[src/rtl/alu_cmd_sequencer.sv]
// ============================================================================
//  Module   : alu_cmd_sequencer
//  Purpose  : Command-queue controller for the 4-bit ALU behind the Tiny
//             Tapeout pin interface. The host pushes commands over a
//             level-sensitive valid/ready handshake into a small FIFO. The
//             commands run one at a time: logic and add operations take one
//             cycle, and multiply/divide take four cycles each. Every 8-bit
//             result stays on uo_out until the host acknowledges it.
//  Ports    : clk      - rising-edge clock
//             rst_n    - asynchronous active-low reset
//             ui_in    - [7:4] operand A, [3:0] operand B
//             uio_in   - [2:0] opcode, [3] cmd_valid, [4] use_acc,
//                        [5] result_ack, [7:6] ignored
//             uo_out   - result register
//             uio_out  - [7] result_valid, [6] cmd_ready, [5] overflow
//                        (sticky), [4:0] zero
//             uio_oe   - constant 8'hE0
//  Options  : define ALU_CMD_SEQ_DIV_EN to build the restoring divider. When
//             it is not defined, opcode 111 finishes in one cycle with 8'h00.
//  Revision : 1.0 - initial release
// ============================================================================
`default_nettype none

module alu_cmd_sequencer #(
    parameter int DEPTH = 4
) (
    input  logic       clk,
    input  logic       rst_n,
    input  logic [7:0] ui_in,
    input  logic [7:0] uio_in,
    output logic [7:0] uo_out,
    output logic [7:0] uio_out,
    output logic [7:0] uio_oe
);

    localparam int c_ptr_w = $clog2(DEPTH);
    localparam int c_cnt_w = $clog2(DEPTH) + 1;
    localparam logic [c_cnt_w-1:0] c_depth_cnt = DEPTH;
    localparam logic [c_cnt_w-1:0] c_cnt_one   = 1;
    localparam logic [c_ptr_w-1:0] c_ptr_one   = 1;

    localparam logic [2:0] c_op_add = 3'b000;
    localparam logic [2:0] c_op_sub = 3'b001;
    localparam logic [2:0] c_op_and = 3'b010;
    localparam logic [2:0] c_op_or  = 3'b011;
    localparam logic [2:0] c_op_xor = 3'b100;
    localparam logic [2:0] c_op_not = 3'b101;
    localparam logic [2:0] c_op_mul = 3'b110;

    typedef enum logic [1:0] {
        ST_IDLE = 2'd0,
        ST_EXEC = 2'd1,
        ST_DONE = 2'd2
    } state_t;

    // ------------------------------------------------------------------
    // Pin decode
    // ------------------------------------------------------------------
    logic [2:0] w_opcode;
    logic       w_cmd_valid;
    logic       w_use_acc;
    logic       w_ack;

    assign w_opcode    = uio_in[2:0];
    assign w_cmd_valid = uio_in[3];
    assign w_use_acc   = uio_in[4];
    assign w_ack       = uio_in[5];

    // ------------------------------------------------------------------
    // Command FIFO: entry = {opcode, use_acc, A, B}
    // ------------------------------------------------------------------
    logic [11:0]        r_mem [DEPTH];
    logic [c_ptr_w-1:0] r_wr_ptr;
    logic [c_ptr_w-1:0] r_rd_ptr;
    logic [c_cnt_w-1:0] r_count;
    logic               r_overflow;

    state_t      r_state;
    logic        w_cmd_ready;
    logic        w_push;
    logic        w_pop;
    logic [11:0] w_head;
    logic [3:0]  w_pop_a;
    logic [7:0]  r_acc;

    assign w_cmd_ready = (r_count < c_depth_cnt);
    assign w_push      = w_cmd_valid & w_cmd_ready;
    assign w_pop       = (r_state == ST_IDLE) && (r_count != '0);
    assign w_head      = r_mem[r_rd_ptr];
    // Chained commands take A from the accumulator as it is at pop time.
    // That is why they can sit in the queue behind the command they depend on.
    assign w_pop_a     = w_head[8] ? r_acc[3:0] : w_head[7:4];

    always_ff @(posedge clk) begin
        if (w_push) begin
            r_mem[r_wr_ptr] <= {w_opcode, w_use_acc, ui_in};
        end
    end

    always_ff @(posedge clk or negedge rst_n) begin
        if (!rst_n) begin
            r_wr_ptr   <= '0;
            r_rd_ptr   <= '0;
            r_count    <= '0;
            r_overflow <= 1'b0;
        end else begin
            if (w_push) begin
                r_wr_ptr <= r_wr_ptr + c_ptr_one;
            end
            if (w_pop) begin
                r_rd_ptr <= r_rd_ptr + c_ptr_one;
            end
            case ({w_push, w_pop})
                2'b10:   r_count <= r_count + c_cnt_one;
                2'b01:   r_count <= r_count - c_cnt_one;
                default: r_count <= r_count;
            endcase
            if (w_cmd_valid && !w_cmd_ready) begin
                r_overflow <= 1'b1;
            end
        end
    end

    // ------------------------------------------------------------------
    // Execution datapath
    // ------------------------------------------------------------------
    logic [2:0] r_op;
    logic [3:0] r_a;
    logic [3:0] r_b;
    logic [7:0] r_mcand;
    logic [3:0] r_mplier;
    logic [7:0] r_prod;
    logic [1:0] r_iter;
    logic [7:0] r_result;
    logic       r_result_valid;

    logic [7:0] w_simple;
    logic [7:0] w_prod_next;
    logic [7:0] w_iter_result;
    logic       w_is_iter;
    logic       w_unused_bits;

    always_comb begin
        w_simple = 8'h00;
        case (r_op)
            c_op_add: w_simple = {3'b000, {1'b0, r_a} + {1'b0, r_b}};
            c_op_sub: w_simple = {4'h0, r_a} - {4'h0, r_b};
            c_op_and: w_simple = {4'h0, r_a & r_b};
            c_op_or:  w_simple = {4'h0, r_a | r_b};
            c_op_xor: w_simple = {4'h0, r_a ^ r_b};
            c_op_not: w_simple = {4'h0, ~r_a};
            default:  w_simple = 8'h00;
        endcase
    end

    // One shift-add step. The multiplicand shifts left and the multiplier
    // shifts right, so only the multiplier LSB is checked at each step.
    assign w_prod_next = r_prod + (r_mplier[0] ? r_mcand : 8'h00);

`ifdef ALU_CMD_SEQ_DIV_EN
    // Restoring divide. r_quo starts as the dividend and shifts left one bit
    // per step. Each step moves one dividend bit into the partial remainder
    // and shifts one quotient bit in at the bottom.
    logic [3:0] r_rem;
    logic [3:0] r_quo;
    logic [4:0] w_trial;
    logic [4:0] w_diff;
    logic       w_fits;
    logic [3:0] w_rem_next;
    logic [3:0] w_quo_next;
    logic [7:0] w_div_result;

    assign w_trial       = {r_rem, r_quo[3]};
    assign w_diff        = w_trial - {1'b0, r_b};
    assign w_fits        = (w_trial >= {1'b0, r_b});
    assign w_rem_next    = w_fits ? w_diff[3:0] : w_trial[3:0];
    assign w_quo_next    = {r_quo[2:0], w_fits};
    assign w_div_result  = (r_b == 4'h0) ? 8'hFF : {w_rem_next, w_quo_next};
    assign w_is_iter     = (r_op[2:1] == 2'b11);
    assign w_iter_result = r_op[0] ? w_div_result : w_prod_next;
    assign w_unused_bits = ^{uio_in[7:6], r_acc[7:4], w_diff[4]};
`else
    assign w_is_iter     = (r_op == c_op_mul);
    assign w_iter_result = w_prod_next;
    assign w_unused_bits = ^{uio_in[7:6], r_acc[7:4]};
`endif

    // ------------------------------------------------------------------
    // Sequencer FSM
    // ------------------------------------------------------------------
    always_ff @(posedge clk or negedge rst_n) begin
        if (!rst_n) begin
            r_state        <= ST_IDLE;
            r_op           <= 3'b000;
            r_a            <= 4'h0;
            r_b            <= 4'h0;
            r_mcand        <= 8'h00;
            r_mplier       <= 4'h0;
            r_prod         <= 8'h00;
            r_iter         <= 2'd0;
            r_result       <= 8'h00;
            r_result_valid <= 1'b0;
            r_acc          <= 8'h00;
`ifdef ALU_CMD_SEQ_DIV_EN
            r_rem          <= 4'h0;
            r_quo          <= 4'h0;
`endif
        end else begin
            case (r_state)
                ST_IDLE: begin
                    if (w_pop) begin
                        r_op     <= w_head[11:9];
                        r_a      <= w_pop_a;
                        r_b      <= w_head[3:0];
                        r_mcand  <= {4'h0, w_pop_a};
                        r_mplier <= w_head[3:0];
                        r_prod   <= 8'h00;
                        r_iter   <= 2'd0;
`ifdef ALU_CMD_SEQ_DIV_EN
                        r_rem    <= 4'h0;
                        r_quo    <= w_pop_a;
`endif
                        r_state  <= ST_EXEC;
                    end
                end
                ST_EXEC: begin
                    if (!w_is_iter) begin
                        r_result       <= w_simple;
                        r_acc          <= w_simple;
                        r_result_valid <= 1'b1;
                        r_state        <= ST_DONE;
                    end else begin
                        r_iter   <= r_iter + 2'd1;
                        r_prod   <= w_prod_next;
                        r_mcand  <= {r_mcand[6:0], 1'b0};
                        r_mplier <= {1'b0, r_mplier[3:1]};
`ifdef ALU_CMD_SEQ_DIV_EN
                        r_rem    <= w_rem_next;
                        r_quo    <= w_quo_next;
`endif
                        if (r_iter == 2'd3) begin
                            r_result       <= w_iter_result;
                            r_acc          <= w_iter_result;
                            r_result_valid <= 1'b1;
                            r_state        <= ST_DONE;
                        end
                    end
                end
                ST_DONE: begin
                    if (w_ack) begin
                        r_result_valid <= 1'b0;
                        r_state        <= ST_IDLE;
                    end
                end
                default: begin
                    r_state <= ST_IDLE;
                end
            endcase
        end
    end

    assign uo_out  = r_result;
    assign uio_out = {r_result_valid, w_cmd_ready, r_overflow, 5'b00000};
    assign uio_oe  = 8'hE0;

endmodule

`default_nettype wire

[config.mk]
export PLATFORM = sky130hd
export DESIGN_NAME = alu_cmd_sequencer
export DESIGN_NICKNAME = d
export VERILOG_FILES = /design/src/rtl/alu_cmd_sequencer.sv
export SDC_FILE = /design/constraint.sdc
export NUM_CORES = 1
export LEC_CHECK = 0
export ABC_CLOCK_PERIOD_IN_PS = 3400
export CAP_MARGIN = 20
export CORE_ASPECT_RATIO = 0.75
export CORE_MARGIN = 2
export CORE_UTILIZATION = 58
export DETAILED_ROUTE_END_ITERATION = 16
export PLACE_DENSITY = 0.86
export SKIP_CTS_REPAIR_TIMING = 1
export SYNTH_ARGS = -nofsm -noshare
export SYNTH_HDL_FRONTEND = slang
export SYNTH_SLANG_ARGS = --single-unit
[constraint.sdc]
create_clock -name clk -period 3.4 [get_ports clk]
set_clock_uncertainty 0.1 [all_clocks]
set_input_delay 0.68 -clock clk [delete_from_list [all_inputs] [get_ports clk]]
set_output_delay 0.68 -clock clk [all_outputs]
set_load 0.02 [all_outputs]
Word-level counts from Yosys, hierarchy flattened
Memory sizes are Yosys's and may differ from the RTL's.
Index checks and enable logic that the tools add are counted.
Widths: inputs -> output; s select.
{"block": "op_classes", "addsub": 8, "magnitude_cmp": 1, "n_eq_ne": 16, "mux": 29, "bitwise_logic": 5, "reduce_logical": 14}
{"cell": "$mux 8", "n": 7}
{"cell": "$pmux 8 s6", "n": 1}
{"cell": "$pmux 8 s2", "n": 2}
{"cell": "$mux 2", "n": 6}
{"cell": "$mux 4", "n": 3}
{"cell": "$eq 3x3->1 const B", "n": 3}
{"cell": "$reduce_and 3->1", "n": 3}
{"cell": "$add 8x8->8", "n": 1}
{"cell": "$pmux 4 s2", "n": 1}
{"cell": "$add 2x1->2 const B", "n": 3}
{"cell": "$eq 2x2->1 const B", "n": 3}
{"cell": "$eq 3x2->1 const B", "n": 2}
{"cell": "$ne 2x2->1 const B", "n": 3}
{"cell": "$pmux 2 s3", "n": 1}
{"cell": "$pmux 3 s2", "n": 1}
{"cell": "$reduce_bool 2->1", "n": 3}
{"cell": "$add 4x4->5", "n": 1}
{"cell": "$mux 1", "n": 5}
{"cell": "$sub 4x4->5", "n": 1}
{"cell": "$and 4x4->4", "n": 1}
{"cell": "$eq 2x1->1 const B", "n": 2}
{"cell": "$not 4->4", "n": 1}
{"cell": "$or 4x4->4", "n": 1}
{"cell": "$pmux 2 s2", "n": 1}
{"cell": "15 further kinds", "n": 17}
{"block": "word_totals", "register_bits": 52, "ram_bits": 48, "inputBits": 18, "wordCells": 88, "n_memories": 1}
{"memory": "r_mem", "words": 4, "width": 12, "read_ports": 1, "rd_ports_with_merged_regs": 0, "wr": 1, "line_no": "72", "text": "logic [11:0] r_mem [DEPTH];"}

Longest topological paths before layout
Gate-level depths: netlist (run 1).
{"block": "depth", "ltp_word": 4, "depth_mapped": 11, "mapped_depth_nobuf": 9}

Worst setup path after synthesis (run 1)
No wires, ideal clock.
{"block": "synth_path", "path_type": "reg-to-reg", "from": "register r_state[0]", "to": "register r_count[2]", "setup_ns": 0.080, "arrival_time_ns": 2.141, "slack_ns": 1.079, "stages_incl_launch_ff": 11, "period_less_slack_ns": 2.321, "path_cell_list": "dfrtp_1 -> or3_1 -> buf_4 -> inv_2 -> buf_2 -> ha_1 -> inv_1 -> fa_1 -> xor2_1 -> nor2_1 -> xnor2_1"}
{"block": "synth_via", "elab_chain_len": 4, "elab_cells_between_ends": 6, "classes_between": "2 x eq/ne; 1 x mux; 3 x reduce/logical"}
{"item": "start: declaration", "line_no": "78", "text": "state_t r_state;"}
{"item": "start signal: assignment", "line_no": "193", "text": "r_state <= ST_IDLE;"}
{"item": "start signal: assignment", "line_no": "223", "text": "r_state <= ST_EXEC;"}
{"item": "start signal: assignment", "line_no": "231", "text": "r_state <= ST_DONE;"}
{"item": "$logic_not 2->1 (*)", "line_no": "88", "text": "assign w_pop = (r_state == ST_IDLE) && (r_count != '0);"}
{"item": "$logic_and 1x1->1 (*)", "line_no": "88"}
{"item": "via w_pop", "line_no": "81", "text": "logic w_pop;"}
{"item": "$eq 2x1->1 or $eq 2x2->1 (tied branches)", "line_no": "113", "text": "case ({w_push, w_pop})"}
{"item": "$pmux 3 s2 or $reduce_bool 2->1 (tied branches)"}
{"item": "end signal: assignment", "line_no": "114", "text": "2'b10: r_count <= r_count + c_cnt_one;"}
{"item": "end signal: assignment", "line_no": "115", "text": "2'b01: r_count <= r_count - c_cnt_one;"}
{"item": "end signal: assignment", "line_no": "116", "text": "default: r_count <= r_count;"}
{"item": "end: declaration", "line_no": "75", "text": "logic [c_cnt_w-1:0] r_count;"}
Mark *: on every way through the listed nets, which the timed path passes. The rest lies on a longest branch.
A chain may end at the register's enable or synchronous reset.

Worst setup path after layout (run 1)
{"block": "layout_path", "from": "register r_state[0]", "to": "register r_count[2]"}
{"block": "layout_via", "elab_chain_len": 4, "elab_cells_between_ends": 6, "classes_between": "2 x eq/ne; 1 x mux; 3 x reduce/logical"}
{"item": "$logic_not 2->1 (*)", "line_no": "88"}
{"item": "$logic_and 1x1->1 (*)", "line_no": "88"}
{"item": "$eq 2x1->1 or $eq 2x2->1 (tied branches)", "line_no": "113"}
{"item": "$pmux 3 s2 or $reduce_bool 2->1 (tied branches)"}
Every way passes the cells marked *; elsewhere a longest branch is shown, timed or not.

==> metrics.md, run 1 <==
| Metric | Value |
|---|---|
| Clock power frac | 20.8% |
| Leakage | 0.00232 uW |
| Synthesized area | 0.00502 sq mm |
| Final Instance Area | 0.00559 sq mm |
| Register area | 0.00274 sq mm |
| Port bufs | 26 |
| Die X | 111 um |
| Number of global-route vias before repair | 3275 |
| Max FO, Critical Path | 19 |
| Post-synthesis cell count | 415 |
| Clock Sinks | 100 |
| Crit path from | r_state[0] |
| First-pass GRT wire length | 16.5 mm |
| Max-Cap Viols | 0 |
| Sw Ratio | 38.7% |
| Worst r2r src | r_state[0] |
| Ys flop type | dfrtp_1 |
| Slowest stage delay, CP | 0.56 ns |
| Initial antenna violation count | 0 |
| Period utilisation layout | 74.5% |
| # setup viols final | 0 |
| Most common cell after layout, fill and taps aside | dfrtp_1 |
| Worst-Skew Late Latency | 0.34 ns |
| # rows | 29 |
| Slew HR | 48.1% |
| FMAX | 395 MHz |
| Most frequent cells in the layout | dfrtp_1 (52), nand2_1 (48), edfxtp_1 (48), o21ai_0 (29) |
| CP max stage cell | or3_1 |
| CP Class | register to register |
| Drt total wl | 9.87 mm |
| Total GRT Usage | 22.4% |
| Pwr per Cell Area | 915 mW/mm^2 |
| Post-synth EDFFs | 48 |
| Total congestion overflow | 0 |
| VDD IR max | 0.000493 V |
| RSZ-0062 raised after global routing | false |
| CTS max path bufs | 2 |
| Max Slew Vio Count | 0 |
| Multi-input logic area | 0.00205 sq mm |
| # DRC | 0 |
| Die H | 84.5 um |
| Final ANT Viol Nets | 0 |
| Mapped Avg Cell Area | 12.1 sq um |
| Seq/Total Area, Yosys | 54.7% |
| Total CTS buffers | 9 |
| Cells along the critical path | or3_1, inv_2, ha_1, inv_1, fa_1, xor2_1, nor2_1, xnor2_1 |
| Final Hold Vio Count | 0 |
| I/O Pins | 42 |
| Crit path time final | 2.53 ns |
| CTS Root Cell | clkbuf_16 |
| Syn. warnings | 0 |
| Full die area | 0.00942 sq mm |
| Vias | 3210 |
| Vias per cell | 5.86 |
| Nets | 482 |
| Routed wire per std cell | 18.0 um |
| Initial DRT Pass Iterations | 5 |
| Total core area | 0.00842 sq mm |
| Asr flop ratio synth | 52.0% |
| Flops & latches, synth | 100 |
| Critical Path Sink Type | register |
| Worst hold path class | input pin to async pin |
| DR iter-0 viols | 205 |
| Routability Congestion | 0.912 |
| P_sw | 1980 uW |
| CTS tree | done |
| Seq pwr share | 38.4% |
| Status | finished clean |
| Slew @ Worst Pin | 0.777 ns |
| Worst path top cell family by delay | simple AND/OR/NAND/NOR gates |
| Netlist cell types | 56 |
| Antenna Cells | 0 |
| Startpoint types | register |
| # fillers | 620 |
| CP bufs+invs | 2 |
| Setup TNS | 0 ns |
| Critical path required time | 3.57 ns |
| Pint | 3130 uW |
| Placed cell areas | 0.00528 sq mm |
| Arr. time, crit path | 2.70 ns |
| Initial Util | 59.6% |
| Area delta synth->final | 11.3% |
| Comb pwr share | 40.8% |
| Post-DP HPWL | 7.01 mm |
| Largest net degree at the start of global routing | 29 |
| Reg clk slew, reported paths | 0.07 ns |
| Layout cells sized above 1 | 9.55% |
| # H-tree levels | 3 |
## sequential cells by signal, summed over array words and instances (netlist names), 3 cells and up
register / count
r_b: 4
r_a: 4
r_count: 3
r_mplier: 4
r_prod: 8
r_op: 3
uo_out: 8
r_mcand: 8
r_mem: 48
## metrics by stage
step           std cells  util [%]  total power, uW  hold slack (ns)  setup WS, ns
4_1_cts              548      66.4             5130            0.268         0.850
3_5_place_dp         532      62.7             4060            0.361         0.663
2_1_floorplan        426         -             3500            0.284          1.08
3_3_place_gp         532      62.7             3930            0.339         0.752
5_1_grt              548      66.4             5470            0.293         0.685
6_report             548      66.4             5110            0.245         0.868
## area by class of cell
type                            instances  share of cell area (%)
Multi-Input combinational cell        275                    36.6
Tap cell                              108                    2.42
Clock inverter                          5                    1.21
Sequential cell                       100                    49.1
Inverter                               20                    1.34
Clock buffer                           11                    4.34
Timing Repair Buffer                   29                    4.97
## final timing paths
path,slack (ns),cells past startpoint,endpoint
min in group clk,0.37,1,r_overflow
worst max register to register,0.87,8,r_count[2]
max in group asynchronous,2.20,2,r_prod[0]
worst min-delay path,0.25,1,r_prod[6]
worst max-delay path,0.87,8,r_count[2]
worst min register to register,0.37,1,r_overflow
## power groups by stage
stage	logic, uW	clock network (uW)	registers [uW]
after floorplan	1670	0	1830
after global placement	1970	0	1950
after detailed placement	2080	0	1990
after CTS	2090	1070	1960
after global routing	2340	1120	2020
final	2090	1060	1960
## synth_stat cells (3+ instances only)
cell type | count | share of area, %
buf_2 | 9 | 0.90
xnor2_1 | 8 | 1.4
o21ai_1 | 5 | 0.50
a22o_1 | 7 | 1.2
mux4_2 | 12 | 5.4
a211oi_1 | 5 | 0.75
nor2_2 | 3 | 0.37
and2_1 | 12 | 1.5
nor2b_1 | 5 | 0.62
nor3_1 | 5 | 0.50
a21o_1 | 8 | 1.2
a31oi_1 | 6 | 0.75
nor3b_1 | 5 | 0.75
xor2_1 | 4 | 0.70
nor2_1 | 19 | 1.4
edfxtp_1 | 48 | 29
nand3_1 | 3 | 0.30
fa_1 | 4 | 1.6
buf_4 | 18 | 2.7
mux2i_1 | 4 | 0.80
o21ai_0 | 29 | 2.9
nand2_1 | 48 | 3.6
ha_1 | 25 | 6.2
nand2b_1 | 4 | 0.50
o22ai_1 | 3 | 0.37
dfrtp_1 | 52 | 26
clkbuf_1 | 3 | 0.22
inv_1 | 19 | 1.4
a21oi_1 | 8 | 0.80
## cells by family (layout without fill, tap and decap cells)
family	Yosys count	in the layout	synth area share [%]
compound gates	93	93	12.4
mux	19	19	6.86
fa+ha+maj	29	29	7.83
buf+inv	51	65	5.39
xor+xnor	13	13	2.57
flops	100	100	54.7
simple gates	108	108	10.1
other cells	2	13	0.150
## layer usage
layer	GRT usage, %	routed length [um]
met1	30.2	4440
met2	36.7	4880
met3	5.92	454
met4	6.17	95
met5	0	0
Note: power is estimated with default switching activity, not from simulation.
==> inputs of run 2 (changes only) <==
--- a/config.mk
+++ b/config.mk
@@ -5,7 +5,7 @@
 export SDC_FILE = /design/constraint.sdc
 export NUM_CORES = 1
 export LEC_CHECK = 0
-export ABC_CLOCK_PERIOD_IN_PS = 3400
+export ABC_CLOCK_PERIOD_IN_PS = 2560
 export CAP_MARGIN = 20
 export CORE_ASPECT_RATIO = 0.75
 export CORE_MARGIN = 2
==> constraint.sdc (replaced) <==
create_clock -name clk -period 2.56 [get_ports clk]
set_clock_uncertainty 0.1 [all_clocks]
set_input_delay 0.512 -clock clk [delete_from_list [all_inputs] [get_ports clk]]
set_output_delay 0.512 -clock clk [all_outputs]
set_load 0.02 [all_outputs]
==> metrics.md, run 2 (same netlist as run 1, synthesis figures left out) <==
| Metric | Value |
|---|---|
| Most frequent cells in the layout | dfrtp_1 (52), edfxtp_1 (48), nand2_1 (47), o21ai_0 (29) |
| CTS tree | done |
| Number of global-route vias before repair | 3281 (+0.18%) |
| Max-Cap Viols | 0 (unchanged) |
| Critical path required time | 2.68 ns (-0.89 ns) |
| Clock Sinks | 100 (unchanged) |
| Slew HR | 45.3% (-2.8 points) |
| Initial DRT Pass Iterations | 4 (-1) |
| Most common cell after layout, fill and taps aside | dfrtp_1 |
| Final worst setup slack | 0.142 ns (-0.726 ns) |
| Area delta synth->final | 12.9% |
| Initial Util | 59.6% (unchanged) |
| Nets | 495 (+2.7%) |
| Worst R2R Path Depth | 8 (unchanged) |
| Post-DP HPWL | 7.02 mm (+0.18%) |
| Critical Path Sink Type | register |
| Routability Congestion | 0.891 (-2.2%) |
| # H-tree levels | 3 (unchanged) |
| Worst-Skew Late Latency | 0.34 ns (about the same) |
| Port bufs | 26 (unchanged) |
| Reg clk slew, reported paths | 0.07 ns (about the same) |
| Layout cells sized above 1 | 12.6% (+3.0 points) |
| Total CTS buffers | 9 (unchanged) |
| Total congestion overflow | 0 (unchanged) |
| FMAX | 414 MHz (+4.7%) |
| # fillers | 604 (-2.6%) |
| Setup TNS | 0 ns (unchanged) |
| Final Hold Vio Count | 0 (unchanged) |
| Worst hold path class | input pin to async pin |
| CTS max path bufs | 2 (unchanged) |
| Routed wire per std cell | 17.6 um (-2.3%) |
| Max Slew Vio Count | 0 (unchanged) |
| Full die area | 0.00942 sq mm (unchanged) |
| Total core area | 0.00842 sq mm (unchanged) |
| Max reg flops | 48 (unchanged) |
| Vias | 3319 (+3.4%) |
| # rows | 29 (unchanged) |
| Total GRT Usage | 22.2% (-0.25 points) |
| Final Instance Area | 0.00566 sq mm (+1.4%) |
| Status | finished clean |
| Die X | 111 um (unchanged) |
| First-pass GRT wire length | 16.2 mm (-1.6%) |
| Crit path from | r_mplier[0] |
| Pre-CTS setup slack | 0.152 ns (-0.510 ns) |
| Leakage | 0.00237 uW (+2.4%) |
| Vias per cell | 5.92 (+1.0%) |
| Startpoint types | register |
| Drt total wl | 9.88 mm (about the same) |
| Slew @ Worst Pin | 0.819 ns (+0.0419 ns) |
| Period utilisation layout | 94.5% (+20 points) |
| # DRC | 0 (unchanged) |
| Top reg by flops | r_mem |
| Arr. time, crit path | 2.54 ns (-0.16 ns) |
| Die H | 84.5 um (unchanged) |
| Crit path time final | 2.42 ns (-0.114 ns) |
| CP Class | register to register |
| VDD IR max | 0.000694 V (+41%) |
| I/O Pins | 42 (unchanged) |
| # setup viols final | 0 (unchanged) |
| Initial antenna violation count | 0 (unchanged) |
| Final core utilization | 67.3% (+0.91 points) |
| Largest net degree at the start of global routing | 33 (+14%) |
| Pwr per Cell Area | 1200 mW/mm^2 (+31%) |
| Placed cell areas | 0.00537 sq mm (+1.8%) |
| Power, Total | 6800 uW (+33%) |
| CTS Root Cell | clkbuf_16 |
| Final ANT Viol Nets | 0 (unchanged) |
| Antenna Cells | 0 (unchanged) |
| DR iter-0 viols | 294 (+43%) |
| RSZ-0062 raised after global routing | false |
| Max FO, Critical Path | 9 (-10) |
| Worst r2r src | r_mplier[0] |
## run 2: metrics by stage
stage / cells / hold WS (ns)
2_1_floorplan: 426 / 0.116
3_3_place_gp: 545 / 0.341
3_5_place_dp: 545 / 0.347
4_1_cts: 561 / 0.118
5_1_grt: 561 / 0.164
6_report: 561 / 0.104
## run 2: final cells by class
| cell class | instances | area, sq um | share of cell area (%) |
|---|---|---|---|
| tap | 108 | 135 | 2.39 |
| timing repair buffer | 42 | 375 | 6.63 |
| sequential | 100 | 2740 | 48.4 |
| clock inverter | 7 | 55.1 | 0.972 |
| clock buffer | 9 | 225 | 3.98 |
| inverter | 20 | 75.1 | 1.33 |
| multi-input combinational | 275 | 2050 | 36.3 |
## run 2: final timing paths
path,slack (ns),endpoint
setup / recovery,0.14,r_prod[6]
hold / removal,0.10,r_prod[6]
setup reg to reg,0.14,r_prod[6]
hold reg to reg,0.36,r_overflow
max in group asynchronous,1.60,r_b[0]
min in group clk,0.36,r_overflow
## run 2: per-layer routing
metal / routed length, um / vias to the layer above / part of all wire [%] / GRT usage [%]
met5: 0 / - / 0 / 0
met4: 144 / 0 / 1.5 / 7.86
met3: 570 / 16 / 5.8 / 5.56
met2: 4920 / 111 / 50 / 37.5
met1: 4250 / 1666 / 43 / 28.3
li1: - / 1526 / - / -
## run 2: critical path: stages (launching register included)
cell	delay (ns)
dfrtp_1	0.46
and2_1	0.20
ha_1	0.22
fa_1	0.45
a211oi_1	0.23
o21bai_1	0.11
a21oi_1	0.29
xor2_1	0.16
o21ai_0	0.08
## run 2: where the power goes
part	total, uW	internal [uW]	switching [uW]	leakage, uW
Clock	1280	675	608	0.000141
Combinational	3030	1320	1710	0.00114
Sequential	2490	2130	362	0.00109
